**config.mk**
```make
export PLATFORM = sky130hd
export DESIGN_NAME = fp16_normalizer
export DESIGN_NICKNAME = d
export VERILOG_FILES = /design/src/rtl/fp16_pkg.sv /design/src/rtl/fp16_normalizer_exp_step.sv /design/src/rtl/fp16_normalizer.sv
export SDC_FILE = /design/constraint.sdc
export NUM_CORES = 1
export LEC_CHECK = 0
export BUFFER_PORTS_ARGS = -buffer_cell sky130_fd_sc_hd__buf_2
export CORE_UTILIZATION = 50
export DETAILED_ROUTE_END_ITERATION = 7
export PLACE_DENSITY = 0.8
export SKIP_CTS_REPAIR_TIMING = 1
export SLEW_MARGIN = 20
export SYNTH_ARGS = -nofsm -noshare
export SYNTH_HDL_FRONTEND = slang
export SYNTH_HIERARCHICAL = 1
export SYNTH_SLANG_ARGS = --single-unit
```
**constraint.sdc**
```tcl
create_clock -name clk -period 3.4 [get_ports clk]
set_input_delay 0.17 -clock clk [delete_from_list [all_inputs] [get_ports clk]]
set_output_delay 0.17 -clock clk [all_outputs]
set_load 0.02 [all_outputs]
```
**src/rtl/fp16_pkg.sv**
```systemverilog
// ---------------------------------------------------------------------------
// fp16_pkg
// Shared definitions for the half-precision adder normalization stage:
// field widths, the packed FP16 result type and the normalizer state encoding.
//
// Mantissa-sum layout used throughout (MAN_W+4 bits):
//   [MAN_W+3] carry, [MAN_W+2] hidden, [MAN_W+1:2] fraction,
//   [1] guard, [0] sticky
// ---------------------------------------------------------------------------
package fp16_pkg;

  localparam int EXP_W    = 5;
  localparam int MAN_W    = 10;
  localparam int BIAS     = 15;
  localparam int MAN_IN_W = MAN_W + 4;

  // All-ones exponent: the Inf/NaN code.
  localparam logic [EXP_W-1:0] EXP_MAX = {EXP_W{1'b1}};
  localparam logic [EXP_W-1:0] EXP_ONE = EXP_W'(1);

  localparam int CARRY_BIT  = MAN_W + 3;
  localparam int HIDDEN_BIT = MAN_W + 2;

  typedef struct packed {
    logic             sign;
    logic [EXP_W-1:0] exp;
    logic [MAN_W-1:0] frac;
  } fp16_t;

  typedef enum logic [2:0] {
    IDLE,
    CHECK,
    SHIFT,
    FINAL,
    ROUND,
    DONE
  } norm_state_e;

endpackage

```
**src/rtl/fp16_normalizer_exp_step.sv**
```systemverilog
// ---------------------------------------------------------------------------
// exp_step
// W-bit ripple incrementer/decrementer for the exponent field. A single
// instance serves the carry increment, the per-shift decrement and the
// rounding increment, since those never occur in the same cycle.
//
// Ports:
//   a    in  W  operand
//   inc  in  1  1 = a+1, 0 = a-1 (both modulo 2^W)
//   y    out W  result
// ---------------------------------------------------------------------------
module exp_step #(
  parameter int W = 5
) (
  input  logic [W-1:0] a,
  input  logic         inc,
  output logic [W-1:0] y
);

  // chain[gi] is the carry (increment) or borrow (decrement) into bit gi.
  logic [W-1:0] chain;

  assign chain[0] = 1'b1;

  for (genvar gi = 0; gi < W; gi++) begin : g_bit
    assign y[gi] = a[gi] ^ chain[gi];
    if (gi < W - 1) begin : g_prop
      // Increment propagates through ones, decrement through zeros.
      assign chain[gi+1] = (inc ? a[gi] : ~a[gi]) & chain[gi];
    end
  end

endmodule

```
**src/rtl/fp16_normalizer.sv**
```systemverilog
// ---------------------------------------------------------------------------
// fp16_normalizer
// Post-add normalization stage of the half-precision adder. Takes the raw
// mantissa sum and the larger operand's biased exponent, restores 1.f form
// (one right shift on carry-out, or iterative one-bit left shifts), and
// returns the packed FP16 result with status flags over valid/ready.
//
// Optional feature macro: FP16_NORM_ROUND_EN
//   defined   -> extra ROUND state, round-to-nearest-even
//   undefined -> truncation; guard/sticky only drive out_inexact
//
// Ports:
//   clk           in   1             clock
//   rst_n         in   1             synchronous active-low reset
//   in_valid      in   1             operand valid
//   in_ready      out  1             idle and accepting
//   in_sign       in   1             result sign
//   in_exp        in   EXP_W         biased exponent of larger operand (1..30)
//   in_man        in   MAN_W+4       {carry, hidden, frac, guard, sticky}
//   out_valid     out  1             result valid
//   out_ready     in   1             downstream accepts
//   out_result    out  1+EXP_W+MAN_W packed {sign, exp, frac}
//   out_overflow  out  1             result saturated to +/-Inf
//   out_zero      out  1             mantissa sum was zero
//   out_inexact   out  1             guard|sticky nonzero at final position
// ---------------------------------------------------------------------------
module fp16_normalizer
  import fp16_pkg::*;
(
  input  logic                     clk,
  input  logic                     rst_n,
  input  logic                     in_valid,
  output logic                     in_ready,
  input  logic                     in_sign,
  input  logic [EXP_W-1:0]         in_exp,
  input  logic [MAN_IN_W-1:0]      in_man,
  output logic                     out_valid,
  input  logic                     out_ready,
  output logic [1+EXP_W+MAN_W-1:0] out_result,
  output logic                     out_overflow,
  output logic                     out_zero,
  output logic                     out_inexact
);

  norm_state_e           state_reg, state_next;
  logic                  sign_reg, sign_next;
  logic [EXP_W-1:0]      exp_reg, exp_next;
  logic [MAN_IN_W-1:0]   man_reg, man_next;
  fp16_t                 result_reg, result_next;
  logic                  overflow_reg, overflow_next;
  logic                  zero_reg, zero_next;
  logic                  inexact_reg, inexact_next;
  // Set when CHECK already produced the final word (zero or overflow), so
  // FINAL must not repack it from the mantissa.
  logic                  special_reg, special_next;
`ifdef FP16_NORM_ROUND_EN
  logic                  round_up_reg, round_up_next;
`endif

  logic [MAN_IN_W-1:0]   man_shl;
  logic [MAN_IN_W-1:0]   man_shr;
  logic                  step_inc;
  logic [EXP_W-1:0]      step_y;

  // Left shift brings a zero into the sticky position. Right shift keeps the
  // bit falling off the bottom by folding it into sticky.
  assign man_shl = {man_reg[MAN_IN_W-2:0], 1'b0};
  assign man_shr = {1'b0, man_reg[MAN_IN_W-1:2], man_reg[1] | man_reg[0]};

  // Only SHIFT decrements; CHECK (carry) and ROUND increment.
  assign step_inc = (state_reg != SHIFT);

  exp_step #(
    .W(EXP_W)
  ) u_exp_step (
    .a  (exp_reg),
    .inc(step_inc),
    .y  (step_y)
  );

  always_comb begin
    state_next    = state_reg;
    sign_next     = sign_reg;
    exp_next      = exp_reg;
    man_next      = man_reg;
    result_next   = result_reg;
    overflow_next = overflow_reg;
    zero_next     = zero_reg;
    inexact_next  = inexact_reg;
    special_next  = special_reg;
`ifdef FP16_NORM_ROUND_EN
    round_up_next = round_up_reg;
`endif

    case (state_reg)
      IDLE: begin
        if (in_valid) begin
          sign_next     = in_sign;
          exp_next      = in_exp;
          man_next      = in_man;
          result_next   = '0;
          overflow_next = 1'b0;
          zero_next     = 1'b0;
          inexact_next  = 1'b0;
          special_next  = 1'b0;
          state_next    = CHECK;
        end
      end

      CHECK: begin
        // Zero and overflow still pass through FINAL so that every path
        // without left shifts has the same accept-to-valid latency.
        state_next = FINAL;
        if (man_reg == '0) begin
          zero_next    = 1'b1;
          special_next = 1'b1;
          result_next  = '{sign: sign_reg, exp: '0, frac: '0};
        end else if (man_reg[CARRY_BIT]) begin
          man_next = man_shr;
          exp_next = step_y;
          if (step_y == EXP_MAX) begin
            overflow_next = 1'b1;
            special_next  = 1'b1;
            result_next   = '{sign: sign_reg, exp: EXP_MAX, frac: '0};
          end
        end else if (!man_reg[HIDDEN_BIT] && (exp_reg > EXP_ONE)) begin
          state_next = SHIFT;
        end
        // hidden=1, or exponent already at the subnormal floor: no shifting.
      end

      SHIFT: begin
        if (!man_reg[HIDDEN_BIT] && (exp_reg > EXP_ONE)) begin
          man_next = man_shl;
          exp_next = step_y;
          // Decide on the post-shift value so no idle cycle is spent in SHIFT.
          if (man_shl[HIDDEN_BIT] || (step_y == EXP_ONE)) begin
            state_next = FINAL;
          end
        end else begin
          state_next = FINAL;
        end
      end

      FINAL: begin
        if (!special_reg) begin
          result_next.sign = sign_reg;
          result_next.exp  = man_reg[HIDDEN_BIT] ? exp_reg : '0;
          result_next.frac = man_reg[MAN_W+1:2];
          inexact_next     = man_reg[1] | man_reg[0];
        end
`ifdef FP16_NORM_ROUND_EN
        // Nearest-even: round up above halfway, or at halfway when odd.
        round_up_next = !special_reg && man_reg[1] && (man_reg[0] || man_reg[2]);
        state_next    = ROUND;
`else
        state_next    = DONE;
`endif
      end

`ifdef FP16_NORM_ROUND_EN
      ROUND: begin
        if (round_up_reg) begin
          if (result_reg.frac == '1) begin
            result_next.frac = '0;
            if (man_reg[HIDDEN_BIT]) begin
              // Carry into the hidden bit of a normal value bumps the exponent.
              if (step_y == EXP_MAX) begin
                overflow_next   = 1'b1;
                result_next.exp = EXP_MAX;
              end else begin
                result_next.exp = step_y;
              end
            end else begin
              // Largest subnormal rounds up to the smallest normal.
              result_next.exp = EXP_ONE;
            end
          end else begin
            result_next.frac = result_reg.frac + MAN_W'(1);
          end
        end
        state_next = DONE;
      end
`endif

      DONE: begin
        if (out_ready) begin
          state_next = IDLE;
        end
      end

      default: begin
        state_next = IDLE;
      end
    endcase
  end

  always_ff @(posedge clk) begin
    if (!rst_n) begin
      state_reg    <= IDLE;
      sign_reg     <= 1'b0;
      exp_reg      <= '0;
      man_reg      <= '0;
      result_reg   <= '0;
      overflow_reg <= 1'b0;
      zero_reg     <= 1'b0;
      inexact_reg  <= 1'b0;
      special_reg  <= 1'b0;
`ifdef FP16_NORM_ROUND_EN
      round_up_reg <= 1'b0;
`endif
    end else begin
      state_reg    <= state_next;
      sign_reg     <= sign_next;
      exp_reg      <= exp_next;
      man_reg      <= man_next;
      result_reg   <= result_next;
      overflow_reg <= overflow_next;
      zero_reg     <= zero_next;
      inexact_reg  <= inexact_next;
      special_reg  <= special_next;
`ifdef FP16_NORM_ROUND_EN
      round_up_reg <= round_up_next;
`endif
    end
  end

  // in_ready is forced low while reset is asserted, even though the state
  // register only clears on the next edge.
  assign in_ready     = rst_n && (state_reg == IDLE);
  assign out_valid    = (state_reg == DONE);
  assign out_result   = result_reg;
  assign out_overflow = overflow_reg;
  assign out_zero     = zero_reg;
  assign out_inexact  = inexact_reg;

endmodule
```
==> flow_metrics.tcl, run 1 <==
set metrics [dict create \
    result_of_the_run "finished, final reports clean" \
    synth-warning-count 6 \
    yosys_register_bits 43 \
    fraction_of_layout_instances_using_a_drive_strength_above_1_pct 23.4 \
    detail-route-antenna-nets 0 \
    detail_route.iter0.violations 236 \
    whs_ns 0.118 \
    setup_total_negative_slack_ns 0 \
    synth.net_count 298 \
    largest_register_ffs 16 \
    fill_cells 451 \
    max_cap_viol_count 0 \
    hold_path.startpoint "in_sign" \
    timing.max_slew.rel_slack_pct 47.6 \
    hold_viol_final 0 \
    core-area_mm2 0.00475 \
    die_width_um 72.3 \
    rsz0062_at_grt "false" \
    post-route-period-util_pct 79.9 \
    finalWeightedCongestion 0.866 \
    grt_pass1_wl_mm 10.7 \
    cp_cell_sequence "nor3b_2 -> buf_4 -> inv_2 -> or4_4 -> mux2i_1 -> xor2_1 -> nand4_1 -> nor2_1 -> buf_4 -> nor2_1 -> a221o_1" \
    drt_first_pass_iters 5 \
    regToRegSetupSlack_ns 0.68 \
    regArea_um2 861 \
    synth.top_cells.by_area "sky130_fd_sc_hd__dfxtp_1 35%, sky130_fd_sc_hd__nor2_1 5.6%, sky130_fd_sc_hd__a2111o_1 5.0%, sky130_fd_sc_hd__o211a_1 4.5%, sky130_fd_sc_hd__a221o_1 4.0%" \
    synth_enable_flop_cells 0 \
    static-leakage-power_nw 1.26 \
    final_nets 333 \
    setup.worst_path.class "flip-flop to flip-flop" \
    clock_tree_from_tritoncts "yes" \
    cpMaxStageDelayCell "sky130_fd_sc_hd__or4_4" \
    comb_power_share_pct 53.2 \
    critical_path_cell_count 11 \
    syn_area_mm2 0.00247 \
    reg2reg_depth 11 \
    dp_hpwl_mm 4.46 \
    number_of_clock_sinks_seen_by_cts 43 \
    timing.critical_path.to_type "flip-flop" \
    cts_inserted_buffers 5 \
    initial_core_util_pct 52.0 \
    worst_setup_hold_path_clk_slew_ns 0.08 \
    report.final.slew_viol_count 0 \
    cellInternalPower_mw 1.36 \
    power_frac_clock_pct 11.8 \
    final_common_cell "sky130_fd_sc_hd__buf_2" \
    irDropWorstVdd_mv 0.531 \
    finalWorstPathRequiredPeriod_ns 2.72 \
    synthDominantCellAreaShare_pct 34.8 \
    grtUsageTotal_pct 25.9 \
    grt_start_max_net_pins 34 \
    crit-reg2reg-capture "out_result[7]" \
    die_area_mm2 0.00523 \
    worst-path-max-fanout 15 \
    cts_root_buffer "sky130_fd_sc_hd__clkbuf_8" \
    timing.rr.start "state_reg[1]" \
    top_library_cells_by_usage_in_the_layout_fill_and_taps_aside "44 x sky130_fd_sc_hd__buf_2, 43 x sky130_fd_sc_hd__dfxtp_1, 37 x sky130_fd_sc_hd__nor2_1" \
    stdcell_count 375 \
    post_synth_inst_count 274 \
    holdPathEnd "sign_reg" \
    cell_family_contributing_the_most_delay_on_the_critical_path "simple AND/OR/NAND/NOR gates" \
    ys_seq_area_share_pct 34.8 \
    source_to_sink_clock_delay_at_the_later_pin_of_the_worst_skew_pair_ns 0.29 \
    globalRoute.totalOverflow 0 \
    timing.critical_path.required_ns 3.58 \
    io_buffers 44 \
    placed_cells 369 \
    critical_path.n_buffers_inverters 3 \
    synth_flop_cell "sky130_fd_sc_hd__dfxtp_1" \
    wire_per_inst_um 17.0 \
    setup_viol_count_final 0 \
    detail_route.drc_violations 0 \
    clock_path_buffers 2 \
    slowest_delay_ns 0.49 \
    number_of_global_route_vias_before_repair 2098 \
    routed_via_density 6.22 \
    synth_area_leader_cell "sky130_fd_sc_hd__dfxtp_1" \
    worst-endpoint-arrival_ns 2.89 \
    multiInputGateArea_mm2 0.00144 \
    finalWirelength_mm 6.39 \
    num_io_pins 45 \
    worstSetupStartpointType "flip-flop" \
    switch_pwr_mw 1.17 \
    worst_slew_pin_slew_ns 0.785 \
    syn2layout_area_growth_pct 11.8 \
    cts_max_level 2 \
    antenna_found_initial 0 \
    timing.fmax_mhz 368 \
    avgSynthCellArea_um2 9.03 \
    synthDistinctLibCells 56 \
    portion_of_total_power_attributed_to_sequential_cells_pct 35.0 \
    power.density_cell_area_mw_per_mm2 916 \
    placement_rows 25 \
    fp.dieH_um 72.3 \
    worstHoldPathCells 3 \
    vias 2334 \
    timing.clock.skew_ns 0.00468 \
    hold_path.class "primary input to flip-flop" \
    n_antenna_cell 0 \
    swShare_pct 46.3 \
    async_reset_ff_share_pct 0 \
]
[tightest hold or removal path, stage by stage]
cell                      delay [ns]
sky130_fd_sc_hd__buf_2          0.08
sky130_fd_sc_hd__mux2i_1        0.06
sky130_fd_sc_hd__nor2_1         0.07
[cell type report]
| class | instances | area share, % |
|---|---|---|
| Clock buffer | 6 | 2.62 |
| Sequential cell | 43 | 31.1 |
| Tap cell | 67 | 3.03 |
| Inverter | 11 | 1.49 |
| Multi-Input combinational cell | 198 | 52.1 |
| Timing Repair Buffer | 50 | 9.59 |
[power by group through the flow]
stage / Sequential [mW] / Clock, mW / Combinational, mW
detailed placement: 0.891 / 0 / 1.33
CTS: 0.880 / 0.305 / 1.34
global route: 0.907 / 0.327 / 1.47
floorplan: 0.840 / 0 / 1.10
finish: 0.887 / 0.299 / 1.35
global placement: 0.886 / 0 / 1.30
[through the flow]
stage / setup WS, ns / power (mW) / util (%) / instance area, um^2
6_report: 0.684 / 2.53 / 58.2 / 2770
5_1_grt: 0.500 / 2.70 / 58.2 / 2770
4_1_cts: 0.710 / 2.52 / 58.2 / 2770
3_5_place_dp: 0.751 / 2.22 / 56.6 / 2690
3_3_place_gp: 0.847 / 2.19 / 56.6 / 2690
2_1_floorplan: 0.432 / 1.94 / - / 2470
[how the worst max path moves through the flow]
stage | start | end | slack [ns]
global placement | state_reg[0] | out_result[10] | 0.85
global route | state_reg[1] | out_result[7] | 0.50
CTS | state_reg[0] | out_result[7] | 0.71
detailed placement | state_reg[0] | out_result[6] | 0.75
floorplan | state_reg[1] | out_result[0] | 0.43
finish | state_reg[1] | out_result[7] | 0.68
[synth_stat cells, types with 4 or more instances]
cell                       count
sky130_fd_sc_hd__o221a_1       5
sky130_fd_sc_hd__dfxtp_1      43
sky130_fd_sc_hd__mux2i_1       9
sky130_fd_sc_hd__nand4_1       4
sky130_fd_sc_hd__a221o_1      10
sky130_fd_sc_hd__o211a_1      11
sky130_fd_sc_hd__inv_1         9
sky130_fd_sc_hd__nor3_1        4
sky130_fd_sc_hd__buf_6         5
sky130_fd_sc_hd__nand2_1      17
sky130_fd_sc_hd__a211oi_1      8
sky130_fd_sc_hd__a21oi_1      13
sky130_fd_sc_hd__clkbuf_1     11
sky130_fd_sc_hd__nor2_1       37
sky130_fd_sc_hd__a2111o_1     11
sky130_fd_sc_hd__buf_2         5
sky130_fd_sc_hd__a22o_1       11
sky130_fd_sc_hd__nor4_1        5
[cell families (layout without fill, tap and decap cells)]
| kind of cell | Yosys count | count (layout) | share of synthesized area (%) |
|---|---|---|---|
| buffers and inverters | 33 | 67 | 6.93 |
| flip-flops | 43 | 43 | 34.8 |
| AO/OA/AOI/OAI | 90 | 90 | 32.4 |
| multiplexers | 10 | 10 | 4.10 |
| AND/OR/NAND/NOR | 93 | 93 | 20.0 |
| XOR/XNOR | 5 | 5 | 1.77 |
[per-layer routing]
layer	vias to the layer above	part of all wire, %	track usage [%]
li1	1116	-	-
met1	1100	44	36.7
met2	105	47	39.3
met3	13	7.2	4.58
met4	0	1.7	9.80
met5	-	0	0
Note: power is estimated with default switching activity, not from simulation.
==> inputs of run 2 (changes only) <==
--- a/config.mk
+++ b/config.mk
@@ -8,7 +8,7 @@
 export BUFFER_PORTS_ARGS = -buffer_cell sky130_fd_sc_hd__buf_2
 export CORE_UTILIZATION = 50
 export DETAILED_ROUTE_END_ITERATION = 7
-export PLACE_DENSITY = 0.8
+export PLACE_DENSITY = 0.83
 export SKIP_CTS_REPAIR_TIMING = 1
 export SLEW_MARGIN = 20
 export SYNTH_ARGS = -nofsm -noshare
==> constraint.sdc (replaced) <==
create_clock -name clk -period 2.2 [get_ports clk]
set_input_delay 0.11 -clock clk [delete_from_list [all_inputs] [get_ports clk]]
set_output_delay 0.11 -clock clk [all_outputs]
set_load 0.02 [all_outputs]
==> flow_metrics.tcl, run 2 (synthesis results as in run 1) <==
set metrics [dict create \
    hold_path.class "primary input to flip-flop" \
    setup_viol_count_final 16 \
    place_worst_setup_slack_ns -0.103 \
    hold_viol_final 0 \
    detail_route.iter0.violations 283 \
    wire_per_inst_um 16.5 \
    antenna_found_initial 0 \
    final_common_cell "sky130_fd_sc_hd__buf_2" \
    postPlaceCellArea_mm2 0.00282 \
    irDropWorstVdd_mv 0.761 \
    vias 2418 \
    whs_ns 0.0422 \
    largest_register_ffs 16 \
    num_io_pins 45 \
    violations "negative setup slack" \
    fraction_of_layout_instances_using_a_drive_strength_above_1_pct 28.7 \
    detail-route-antenna-nets 0 \
    cts_root_buffer "sky130_fd_sc_hd__clkbuf_8" \
    globalRoute.totalOverflow 0 \
    worst-endpoint-arrival_ns 2.51 \
    finalInstanceArea_mm2 0.00292 \
    placement_rows 25 \
    finalWorstPathRequiredPeriod_ns 2.32 \
    worst_setup_hold_path_clk_slew_ns 0.08 \
    timing.critical_path.to_type "flip-flop" \
    regArea_um2 863 \
    setup_total_negative_slack_ns -1.80 \
    finalWeightedCongestion 0.875 \
    placed_cells 383 \
    report.final.slew_viol_count 0 \
    worst_slew_pin_slew_ns 0.691 \
    worstSetupStartpointType "flip-flop" \
    detail_route.drc_violations 0 \
    clock_path_buffers 2 \
    grtUsageTotal_pct 26.3 \
    rsz0062_at_grt "true" \
    setup.worst_path.class "flip-flop to flip-flop" \
    fp.dieH_um 72.3 \
    fill_cells 454 \
    final_nets 347 \
    power.density_cell_area_mw_per_mm2 1450 \
    top_library_cells_by_usage_in_the_layout_fill_and_taps_aside "44 x sky130_fd_sc_hd__buf_2, 41 x sky130_fd_sc_hd__dfxtp_1, 35 x sky130_fd_sc_hd__nor2_1" \
    static-leakage-power_nw 1.33 \
    timing.fmax_mhz 430 \
    timing.clock.skew_ns 0.00506 \
    max_cap_viol_count 0 \
    worst-path-max-fanout 15 \
    drt_first_pass_iters 5 \
    routed_via_density 6.18 \
    timing.critical_path.required_ns 2.39 \
    dp_hpwl_mm 4.50 \
    die_area_mm2 0.00523 \
    post-route-period-util_pct 106 \
    result_of_the_run "finished, violations left" \
    stdcell_count 391 \
    finalWirelength_mm 6.46 \
    setup_slack_ns -0.123 \
    cts_inserted_buffers 5 \
    n_antenna_cell 0 \
    regToRegSetupSlack_ns -0.12 \
    core-area_mm2 0.00475 \
    initial_core_util_pct 52.0 \
    timing.max_slew.rel_slack_pct 53.9 \
    number_of_global_route_vias_before_repair 2215 \
    grt_pass1_wl_mm 10.8 \
    multiInputGateArea_mm2 0.00146 \
    io_buffers 44 \
    source_to_sink_clock_delay_at_the_later_pin_of_the_worst_skew_pair_ns 0.30 \
    cts_max_level 2 \
    die_width_um 72.3 \
    grt_start_max_net_pins 34 \
    number_of_clock_sinks_seen_by_cts 43 \
    syn2layout_area_growth_pct 17.9 \
    clock_tree_from_tritoncts "yes" \
]
==> run 2: critical path, cell delays in order (launching register included) <==
cell                      delay [ns]
sky130_fd_sc_hd__dfxtp_2        0.34
sky130_fd_sc_hd__nor3b_4        0.24
sky130_fd_sc_hd__inv_4          0.04
sky130_fd_sc_hd__or4_4          0.42
sky130_fd_sc_hd__mux2i_1        0.17
sky130_fd_sc_hd__xor2_1         0.22
sky130_fd_sc_hd__nand4_1        0.13
sky130_fd_sc_hd__nor2_2         0.15
sky130_fd_sc_hd__buf_12         0.15
sky130_fd_sc_hd__nor2_1         0.05
sky130_fd_sc_hd__a221o_1        0.29
==> run 2: power breakdown <==
group / switching, mW / internal, mW / leakage [nW]
Combinational: 1.35 / 1.07 / 0.935
Clock: 0.275 / 0.222 / 0.0412
Sequential: 0.285 / 1.03 / 0.353
==> run 2: cell type report <==
| type | instances | area share, % |
|---|---|---|
| multi-input cells | 198 | 50.0 |
| flip-flops and latches | 43 | 29.6 |
| repair buffers | 64 | 13.1 |
| well taps | 67 | 2.87 |
| clock buffers | 6 | 2.49 |
| inverters | 11 | 1.50 |
| clock inverters | 2 | 0.429 |
==> run 2: metal layers <==
metal	global-route usage (%)	part of all wire, %	wire (um)	vias up
met5	0	0	0	-
met3	5.97	7.2	466	8
met2	42.2	47	3040	105
met1	36.1	45	2900	1158
met4	6.10	0.82	53	0
li1	-	-	-	1147
==> run 2: per-stage QoR <==
| step | total power [mW] | utilization, % |
|---|---|---|
| 6_report | 4.23 | 61.3 |
| 5_1_grt | 4.50 | 61.3 |
| 4_1_cts | 4.17 | 61.2 |
| 3_5_place_dp | 3.66 | 59.4 |
| 3_3_place_gp | 3.62 | 59.4 |
| 2_1_floorplan | 3.03 | - |
==> run 2: final timing paths <==
| path | startpoint | endpoint | depth (start not counted) |
|---|---|---|---|
| setup / recovery | state_reg[0] | out_result[1] | 10 |
| hold / removal | in_sign | sign_reg | 3 |
| setup reg to reg | state_reg[0] | out_result[1] | 10 |
| hold reg to reg | out_overflow | out_overflow | 2 |
==> inputs of run 3 (changes only) <==
--- a/config.mk
+++ b/config.mk
@@ -5,8 +5,10 @@
 export SDC_FILE = /design/constraint.sdc
 export NUM_CORES = 1
 export LEC_CHECK = 0
-export BUFFER_PORTS_ARGS = -buffer_cell sky130_fd_sc_hd__buf_2
-export CORE_UTILIZATION = 50
+export BUFFER_PORTS_ARGS = -buffer_cell sky130_fd_sc_hd__buf_4
+export CELL_PAD_IN_SITES_DETAIL_PLACEMENT = 0
+export CELL_PAD_IN_SITES_GLOBAL_PLACEMENT = 1
+export CORE_UTILIZATION = 38
 export DETAILED_ROUTE_END_ITERATION = 7
 export PLACE_DENSITY = 0.83
 export SKIP_CTS_REPAIR_TIMING = 1
==> flow_metrics.tcl, run 3 (synthesis results as in run 1) <==
set metrics [dict create \
    power.density_cell_area_mw_per_mm2 1400 \
    static-leakage-power_nw 1.34 \
    hold_viol_final 0 \
    grt_start_max_net_pins 34 \
    drt_first_pass_iters 4 \
    number_of_clock_sinks_seen_by_cts 43 \
    hold_path.class "primary input to flip-flop" \
    detail-route-antenna-nets 0 \
    timing.rr.start "state_reg[0]" \
    finalPower_mw 4.23 \
    finalInstanceArea_mm2 0.00303 \
    slowest_delay_ns 0.42 \
    detail_route.drc_violations 0 \
    globalRoute.totalOverflow 0 \
    grtUsageTotal_pct 21.1 \
    wire_per_inst_um 17.0 \
    stdcell_count 400 \
    syn2layout_area_growth_pct 22.5 \
    cpMaxStageDelayCell "sky130_fd_sc_hd__or4_4" \
    placed_cells 392 \
    worstSetupStartpointType "flip-flop" \
    switch_pwr_mw 1.91 \
    swShare_pct 45.1 \
    setup_slack_ns -0.168 \
    worst_setup_hold_path_clk_slew_ns 0.09 \
    finalWirelength_mm 6.81 \
    violations "negative setup slack" \
    io_buffers 44 \
    reg2reg_depth 10 \
    fp.dieH_um 82.7 \
    num_io_pins 45 \
    postPlaceCellArea_mm2 0.00294 \
    critical_path.n_buffers_inverters 2 \
    timing.max_slew.rel_slack_pct 49.4 \
    cts_max_level 2 \
    power_frac_clock_pct 12.2 \
    comb_power_share_pct 56.3 \
    timing.fmax_mhz 422 \
    irDropWorstVdd_mv 0.667 \
    antenna_found_initial 0 \
    finalWorstPathRequiredPeriod_ns 2.37 \
    cts_root_buffer "sky130_fd_sc_hd__clkbuf_8" \
    worst-path-max-fanout 15 \
    grt_pass1_wl_mm 10.8 \
    cts_inserted_buffers 5 \
    n_antenna_cell 0 \
    timing.clock.skew_ns 0.00603 \
    regToRegSetupSlack_ns -0.17 \
    endpoint "out_result[5]" \
    top_library_cells_by_usage_in_the_layout_fill_and_taps_aside "62 x sky130_fd_sc_hd__buf_4, 40 x sky130_fd_sc_hd__dfxtp_1, 36 x sky130_fd_sc_hd__nor2_1" \
    final_nets 346 \
    cell_family_contributing_the_most_delay_on_the_critical_path "simple AND/OR/NAND/NOR gates" \
    finalWeightedCongestion 0.874 \
    cp_cell_sequence "nor3b_4 -> inv_4 -> or4_4 -> mux2i_1 -> xor2_1 -> nand4_1 -> nor2_2 -> buf_12 -> nor2_1 -> a221o_1" \
    die_area_mm2 0.00684 \
    max_cap_viol_count 0 \
    placement_rows 29 \
    clock_path_buffers 2 \
    cellInternalPower_mw 2.32 \
    routed_via_density 5.87 \
    initial_core_util_pct 39.2 \
    number_of_global_route_vias_before_repair 2116 \
    critical_path_cell_count 10 \
    timing.critical_path.required_ns 2.40 \
    fraction_of_layout_instances_using_a_drive_strength_above_1_pct 28.5 \
    source_to_sink_clock_delay_at_the_later_pin_of_the_worst_skew_pair_ns 0.31 \
    largest_register_ffs 16 \
    portion_of_total_power_attributed_to_sequential_cells_pct 31.5 \
    vias 2346 \
    worst_slew_pin_slew_ns 0.757 \
    clock_tree_from_tritoncts "yes" \
    rsz0062_at_grt "true" \
    final_util_pct 48.0 \
    result_of_the_run "finished, violations left" \
    core-area_mm2 0.00631 \
    setup_viol_count_final 16 \
    post-route-period-util_pct 108 \
    timing.critical_path.to_type "flip-flop" \
    critical_path.startpoint "state_reg[0]" \
    setup.worst_path.class "flip-flop to flip-flop" \
    die_width_um 82.7 \
    report.final.slew_viol_count 0 \
    worst-endpoint-arrival_ns 2.56 \
    detail_route.iter0.violations 177 \
    final_common_cell "sky130_fd_sc_hd__buf_4" \
    crit-reg2reg-capture "out_result[5]" \
    dp_hpwl_mm 4.79 \
]
## run 3: cell types whose count changed in the layout (fill, tap and decap cells not counted)
cell	change
sky130_fd_sc_hd__nor3_2	-1
sky130_fd_sc_hd__nor2_2	-1
sky130_fd_sc_hd__dfxtp_1	-1
sky130_fd_sc_hd__clkinvlp_4	+1
sky130_fd_sc_hd__dfxtp_2	+1
sky130_fd_sc_hd__clkbuf_1	-1
sky130_fd_sc_hd__buf_2	-44
sky130_fd_sc_hd__nor3_1	+1
sky130_fd_sc_hd__buf_4	+43
sky130_fd_sc_hd__nor2_1	+1
## run 3: how the worst min path moves through the flow
stage,startpoint,endpoint,depth (start not counted)
global route,in_sign,sign_reg,3
detailed placement,in_sign,sign_reg,3
CTS,in_sign,sign_reg,3
floorplan,in_sign,sign_reg,2
finish,in_sign,sign_reg,3
global placement,in_sign,sign_reg,3
## run 3: worst min-delay path, delay by kind of cell
kind / cells / cell delay (ns)
buf+inv: 1 / 0.08
simple gates: 1 / 0.07
mux: 1 / 0.05
## run 3: metal layers
metal  vias up  wire length [um]  global-route usage (%)
met2        50              3170                    32.7
met3         7               318                    3.85
li1       1138                 -                       -
met1      1151              3250                    30.0
met5         -                 0                       0
met4         0                74                    5.17
## run 3: power by group through the flow
stage	Combinational, mW	Clock [mW]	Sequential (mW)
finish	2.38	0.517	1.33
global route	2.61	0.556	1.37
CTS	2.37	0.523	1.33
detailed placement	2.36	0	1.35
global placement	2.34	0	1.34
floorplan	1.72	0	1.30
## run 3: area by class of cell
| type | count | area, um^2 |
|---|---|---|
| repair buffers | 63 | 485 |
| flip-flops and latches | 43 | 865 |
| fillers | 625 | 3280 |
| clock inverters | 3 | 20.0 |
| inverters | 11 | 43.8 |
| multi-input cells | 198 | 1450 |
| clock buffers | 5 | 68.8 |
| well taps | 77 | 96.3 |
## run 3: through the flow
| stage | hold slack, ns | setup TNS [ns] | setup WS (ns) |
|---|---|---|---|
| 6_report | 0.0351 | -2.28 | -0.168 |
| 2_1_floorplan | 0.254 | -4.73 | -0.369 |
| 4_1_cts | 0.0319 | -2.34 | -0.172 |
| 5_1_grt | 0.0776 | -4.23 | -0.258 |
| 3_3_place_gp | 0.345 | -0.847 | -0.0668 |
| 3_5_place_dp | 0.351 | -2.08 | -0.142 |
